<file path="src/rtl/sklansky_mp_seq.sv">
// Multi-precision add sequencer: streams WORDS 16-bit words LSW-first through one Sklansky adder.
// Optional subtraction support is compiled in with `define SKL_MP_SUB_EN.

module sklansky (
    input  logic [15:0] A,
    input  logic [15:0] B,
    input  logic        Cin,
    output logic [15:0] S,
    output logic        Cout
);
    logic [15:0] g;
    logic [15:0] p;
    logic [15:0] p0;

    // In-place Sklansky tree: the partner bit j always has bit l clear,
    // so it is never overwritten in the level that reads it.
    always_comb begin
        p0 = A ^ B;
        p  = p0;
        g  = A & B;
        g[0] = (A[0] & B[0]) | (p0[0] & Cin);
        for (int l = 0; l < 4; l++) begin
            for (int i = 0; i < 16; i++) begin
                if (((i >> l) & 1) == 1) begin
                    g[i] = g[i] | (p[i] & g[((i >> l) << l) - 1]);
                    p[i] = p[i] & p[((i >> l) << l) - 1];
                end
            end
        end
        S[0] = p0[0] ^ Cin;
        for (int i = 1; i < 16; i++) begin
            S[i] = p0[i] ^ g[i-1];
        end
        Cout = g[15];
    end
endmodule

module sklansky_mp_seq #(
    parameter int WORDS = 4
) (
    input  logic              clk,
    input  logic              rst,
    input  logic              in_valid,
    output logic              in_ready,
    input  logic [16*WORDS-1:0] A,
    input  logic [16*WORDS-1:0] B,
    input  logic              Cin,
    input  logic              op_sub,
    output logic              out_valid,
    input  logic              out_ready,
    output logic [16*WORDS-1:0] S,
    output logic              Cout,
    output logic              Zero,
    output logic              Ovf,
    output logic              busy
);
    localparam int W  = 16 * WORDS;
    localparam int KW = $clog2(WORDS);
    localparam logic [KW-1:0] K_LAST = KW'(WORDS - 1);

    typedef enum logic [1:0] {IDLE, RUN, HOLD} state_t;

    state_t        state_q;
    logic [KW-1:0] k_q;
    logic          carry_q;
    logic [W-1:0]  a_q, b_q, shadow_q, s_q;
    logic          cout_q, zero_q, ovf_q, out_valid_q;

    logic [W-1:0]  b_in;
    logic          cin_in;
    logic [W-1:0]  shadow_d;
    logic [15:0]   add_s;
    logic          add_cout;

`ifdef SKL_MP_SUB_EN
    assign b_in   = op_sub ? ~B : B;
    assign cin_in = op_sub ? 1'b1 : Cin;
`else
    logic unused_op_sub;
    assign unused_op_sub = op_sub;
    assign b_in   = B;
    assign cin_in = Cin;
`endif

    sklansky u_add (
        .A    (a_q[16*k_q +: 16]),
        .B    (b_q[16*k_q +: 16]),
        .Cin  (carry_q),
        .S    (add_s),
        .Cout (add_cout)
    );

    always_comb begin
        shadow_d = shadow_q;
        shadow_d[16*k_q +: 16] = add_s;
    end

    // Handshake: a transfer happens on a rising edge where valid and ready are both high.
    always_ff @(posedge clk or posedge rst) begin
        if (rst) begin
            state_q     <= IDLE;
            k_q         <= '0;
            carry_q     <= 1'b0;
            a_q         <= '0;
            b_q         <= '0;
            shadow_q    <= '0;
            s_q         <= '0;
            cout_q      <= 1'b0;
            zero_q      <= 1'b0;
            ovf_q       <= 1'b0;
            out_valid_q <= 1'b0;
        end else begin
            case (state_q)
                IDLE: begin
                    if (in_valid) begin
                        a_q     <= A;
                        b_q     <= b_in;
                        carry_q <= cin_in;
                        k_q     <= '0;
                        state_q <= RUN;
                    end
                end
                RUN: begin
                    shadow_q <= shadow_d;
                    carry_q  <= add_cout;
                    k_q      <= k_q + KW'(1);
                    if (k_q == K_LAST) begin
                        s_q         <= shadow_d;
                        cout_q      <= add_cout;
                        zero_q      <= ~|shadow_d;
                        ovf_q       <= (a_q[W-1] == b_q[W-1]) && (add_s[15] != a_q[W-1]);
                        out_valid_q <= 1'b1;
                        k_q         <= '0;
                        state_q     <= HOLD;
                    end
                end
                HOLD: begin
                    if (out_ready) begin
                        out_valid_q <= 1'b0;
                        state_q     <= IDLE;
                    end
                end
                default: state_q <= IDLE;
            endcase
        end
    end

    assign in_ready  = (state_q == IDLE) && !rst;
    assign busy      = (state_q != IDLE);
    assign out_valid = out_valid_q;
    assign S         = s_q;
    assign Cout      = cout_q;
    assign Zero      = zero_q;
    assign Ovf       = ovf_q;
endmodule
</file>
<file path="config.mk">
export PLATFORM = sky130hd
export DESIGN_NAME = sklansky_mp_seq
export DESIGN_NICKNAME = d
export VERILOG_FILES = /design/src/rtl/sklansky_mp_seq.sv
export SDC_FILE = /design/constraint.sdc
export NUM_CORES = 1
export LEC_CHECK = 0
export ABC_AREA = 1
export ABC_CLOCK_PERIOD_IN_PS = 11900
export CAP_MARGIN = 30
export CORE_AREA = 8 8 215 217
export CTS_BUF_LIST = sky130_fd_sc_hd__clkbuf_16
export DETAILED_ROUTE_END_ITERATION = 16
export DIE_AREA = 0 0 223 225
export PLACE_DENSITY = 0.52
export SYNTH_ARGS = -nofsm -noshare
export SYNTH_HDL_FRONTEND = slang
export SYNTH_HIERARCHICAL = 1
export SYNTH_SLANG_ARGS = --single-unit
export TNS_END_PERCENT = 100
</file>
<file path="constraint.sdc">
create_clock -name clk -period 11.9 [get_ports clk]
set_input_delay 2.38 -clock clk [delete_from_list [all_inputs] [get_ports clk]]
set_output_delay 2.38 -clock clk [all_outputs]
set_load 0.005 [all_outputs]
</file>
# Word level (Yosys, flattened, before mapping)
# Cells that the tools add are included.
# W data, S select, Z words.
# word_totals
output_inout_bits	70
input_bits	134
elab_cells	154
regBits	265
# classes
addsub	2
n_mux	13
reduce_logical	14
shift	4
n_eq_ne	8
n_bitwise	102
# op_table
operator	n
$shiftx A64 B7 Y16	2
$bwmux W64	1
$reduce_or A64 Y1	1
$shift A16 B34 Y64 const A	1
$shiftx A16 B34 Y64	1
$and A1 B1 Y1	51
$neg A6 Y34	1
$or A1 B1 Y1	33
$and A16 B16 Y16	1
$xor A1 B1 Y1	16
$xor A16 B16 Y16	1
$mux W2	5
$ne A2 B2 Y1 const B	3
$pmux W2 S3	1
$reduce_and A2 Y1	3
$reduce_and A3 Y1	2
$reduce_bool A2 Y1	3
$eq A2 B2 Y1 const B	2
$pmux W1 S2	2
$pmux W2 S2	1
$mux W1	3
$add A2 B1 Y2 const B	1
$eq A2 B1 Y1 const B	1
$logic_and A1 B1 Y1	2
other kinds (4)	5

# Logic depth before layout (Yosys ltp)
# logic_depth
depth_word	17
depth_mapped	29
mapped_depth_nobuf	26

# By module
# Netlist, hierarchy kept.
# modules_own_cells
module	seq_area_each_um2	cells_per_inst	n_inst	area_per_inst_um2
sklansky_mp_seq	6631.4	1532	1	11946.5
sklansky	0.0	134	1	759.5

# Worst setup path before layout
# Ideal clock, no wire load.
# synth_path
path_type	input to output
from	in rst
to	out in_ready
required_ps	9520
stages	1
path_buffers	0
arrival_time_ps	2486
path_slack_ps	7034
path_cell_list	nor2_1
# synth_between
elab_chain_cells	2
# synth_rtl
element	line	source
start, declared	42	input logic rst,
$logic_not A1 Y1	148	assign in_ready = (state_q == IDLE) && !rst;
$logic_and A1 B1 Y1	148	
end, declared	44	output logic in_ready,
# No other way between the ends.

# Worst setup path after layout
# Same ends and word-level chain as after synthesis.

==> flow_summary.yaml <==
worst_setup_path:
  crit_buf_inv: 2
  cp.arrival_ps: 3540
  critical_path_class: "in -> out"
  critPathRequiredTime_ps: 9520
  cp_max_fo: 2
  critPathCaptureType: "output pin"
  crit_chain: "clkdlybuf4s50_1 -> nor2_1 -> clkdlybuf4s50_1"
  critPathTopFamily: "buffers and inverters"
  startpoint_type: "primary input"
  slowest_stage: "clkdlybuf4s50_1"
  max_stage_delay_ps: 520
  cpMostUsedCell: "clkdlybuf4s50_1"
global_route:
  grt_pass1_wl_um: 63980
  gr-usage-all-layers_pct: 16.07
  grt_pass1_vias: 11180
  grt_max_degree: 119
  antenna_found_initial: 1
  grt_overflow_total: 0
sta:
  finalCritPeriodShare_pct: 49.78
  fmax_mhz: 168.8
  rsz0062_at_grt: "no"
  slew_headroom_pct: 43.21
  final.setup.tns_ps: 0
  drv_slew: 0
  worst_slew_pin_slew_ps: 851.9
  setup_viol: 0
  fin_worst_skew_ps: 34.08
  period_minus_slack_ps: 5923
  hold_viol: 0
placement:
  place.port_buffers: 202
  dp_hpwl_um: 28400
  place.gp.congestion: 0.8234
yosys:
  ys_types: 32
  synth-seq-area-share_pct: 52.19
  synthTopCellsByArea: "dfrtp_1 52%, nand2_1 22%, o21ai_0 6.5%"
  yosys_warnings: 6
  synth_area_leader_cell: "dfrtp_1"
  synthCells: 1666
  synth_top_area_share_pct: 52.19
  synth_seq_cells: 265
  syn_area_per_cell_um2: 7.627
  syn-cell-area_um2: 12710
  syn_nets: 1825
clocking:
  cts_setup_buffers: 0
  cts_resized: 0
  clk_pin_slew_worst_paths_ps: 60
  cts_max_path_buffers: 3
  htree_levels: 2
  postCtsHoldBufs: 0
  numCtsBuffers: 34
  cts_sinks: 265
  cts_tree: "built"
  insertion_delay_ps: 550
  ctsRootBufferMaster: "clkbuf_16"
run:
  cap_violations: 0
die:
  dieArea_um2: 50180
  core_region_area_um2: 42700
  die_y_um: 225
  io_pins: 204
  start_util_pct: 29.76
  fp.dieW_um: 223
  rows: 76
cells_and_area:
  syn_to_final_growth_pct: 28.55
  layout-drive-gt1-share_pct: 4.585
  nNetsFinal: 1989
power:
  power.total_mw: 5.290
  leakage_nw: 8.000
  peakVddDrop_uv: 157.9
  power_density_nw_per_um2: 323.9
detailed_routing:
  drcViolationCount: 0
  drtIter0Drc: 656
  wl_per_cell_um: 16.90
  viasPerCell: 4.610
  postRouteAntennaNets: 0
  wl_um: 40570
  route.vias.total: 11070
  drtPass1Iterations: 5
outcome:
  status: "finished, final reports clean"
worst_hold_path:
  hold_class: "reg -> reg"
-- worst paths after layout --
check                        start    endpoint  slack [ps]  cells after the start
hold reg to reg            a_q[37]     a_q[37]         470                      2
setup reg to reg            k_q[0]        Zero        6740                     23
setup / recovery               rst    in_ready        5980                      3
max in group asynchronous      rst     b_q[15]        8040                      3
hold / removal             a_q[37]     a_q[37]         470                      2
min in group asynchronous      rst  state_q[1]        2460                      2
-- worst register-to-register path, cell delays in order, from the launching register on --
cell and delay (ps):
dfrtp_2 610, buf_4 650, o21ai_0 310, o22ai_1 240
inv_1 90, fa_1 410, inv_1 70, fa_1 180
nand2_1 60, nand2_1 80, nand3_1 90, nand2_2 150
inv_1 70, fa_1 380, xnor2_1 470, nand3_1 250
o21ai_0 390, nor2_1 90, nand2_1 70, nor2_1 50
nand2_1 60, nor2_1 50, nand3_1 110, nand2_1 60
-- sequential cells by signal, summed over array words and instances (netlist names), 2 cells and up --
register,cells
S,64
a_q,64
b_q,64
shadow_q,64
k_q,2
state_q,2
-- layout by cell type (no fill, tap or decap), drive strengths merged, types with 3 or more instances in the layout --
cell type	n
nand2	753
dfrtp	265
clkdlybuf4s50	202
o21ai	177
nor2	140
inv	104
nand3	41
o22ai	40
clkbuf	35
ha	20
a21oi	17
buf	13
clkinv	13
a31oi	6
bufinv	5
fa	5
o21a	4
nor3	3
-- layout make-up --
class / instances / area, µm²
Antenna cell: 1 / 2.502
Clock buffer: 35 / 875.8
Clock inverter: 25 / 269.0
Fill cell: 4414 / 26360
Inverter: 99 / 384.1
Multi-Input combinational cell: 1215 / 5334
Sequential cell: 265 / 6633
Tap cell: 546 / 683.2
Timing Repair Buffer: 215 / 2152
-- power breakdown --
part           internal [mW]  switching (mW)  leakage (nW)
Clock                  0.645           0.412         0.571
Sequential              1.28           0.202          3.45
Combinational          0.913            1.84          3.98
-- synthesized netlist by cell type (all sizes together) --
| cell type | count |
|---|---|
| dfrtp | 265 |
| o21ai | 177 |
| nor2 | 140 |
| o21a | 4 |
| a31oi | 6 |
| ha | 20 |
| clkbuf | 50 |
| nor3 | 3 |
| and3 | 1 |
| xnor2 | 2 |
| o21bai | 1 |
| buf | 37 |
| o22ai | 40 |
| a21boi | 1 |
| a21oi | 17 |
| fa | 5 |
| or2 | 1 |
| nand4 | 1 |
| nand3 | 41 |
| inv | 99 |
| xor2 | 2 |
| nand2 | 753 |
-- per-stage QoR --
stage	util, %	instance area [µm²]	setup WS (ps)	std cells	hold WS [ps]
after detailed placement	35.50	15160	5965	2339	459.6
after global routing	38.25	16330	5929	2400	489.5
after CTS	38.18	16300	5963	2399	474.6
after global placement	35.46	15140	5979	2338	457.2
final	38.25	16330	5977	2401	470.5
after floorplan	-	12710	2223	1666	443.6
-- layer usage --
metal / GRT usage, % / vias up / routed length (µm)
met5: 0 / - / 0
met4: 4.057 / 0 / 848
met3: 4.060 / 58 / 2304
met2: 27.02 / 262 / 19490
met1: 20.50 / 5166 / 17930
li1: - / 5583 / -
-- cells by family (layout without fill, tap and decap cells) --
kind of cell               count (synthesis)  count (layout)  share of synthesized area, %
buffers and inverters                    186             374                         5.889
xor gates and xnor gates                   4               4                        0.2758
adders and majority gates                 25              25                         2.757
AOI/OAI and AO/OA                        246             246                         10.26
and+or+nand+nor                          940             940                         28.63
DFF                                      265             265                         52.19
other                                      0               1                             0
Power figures use the tool's default switching activity.
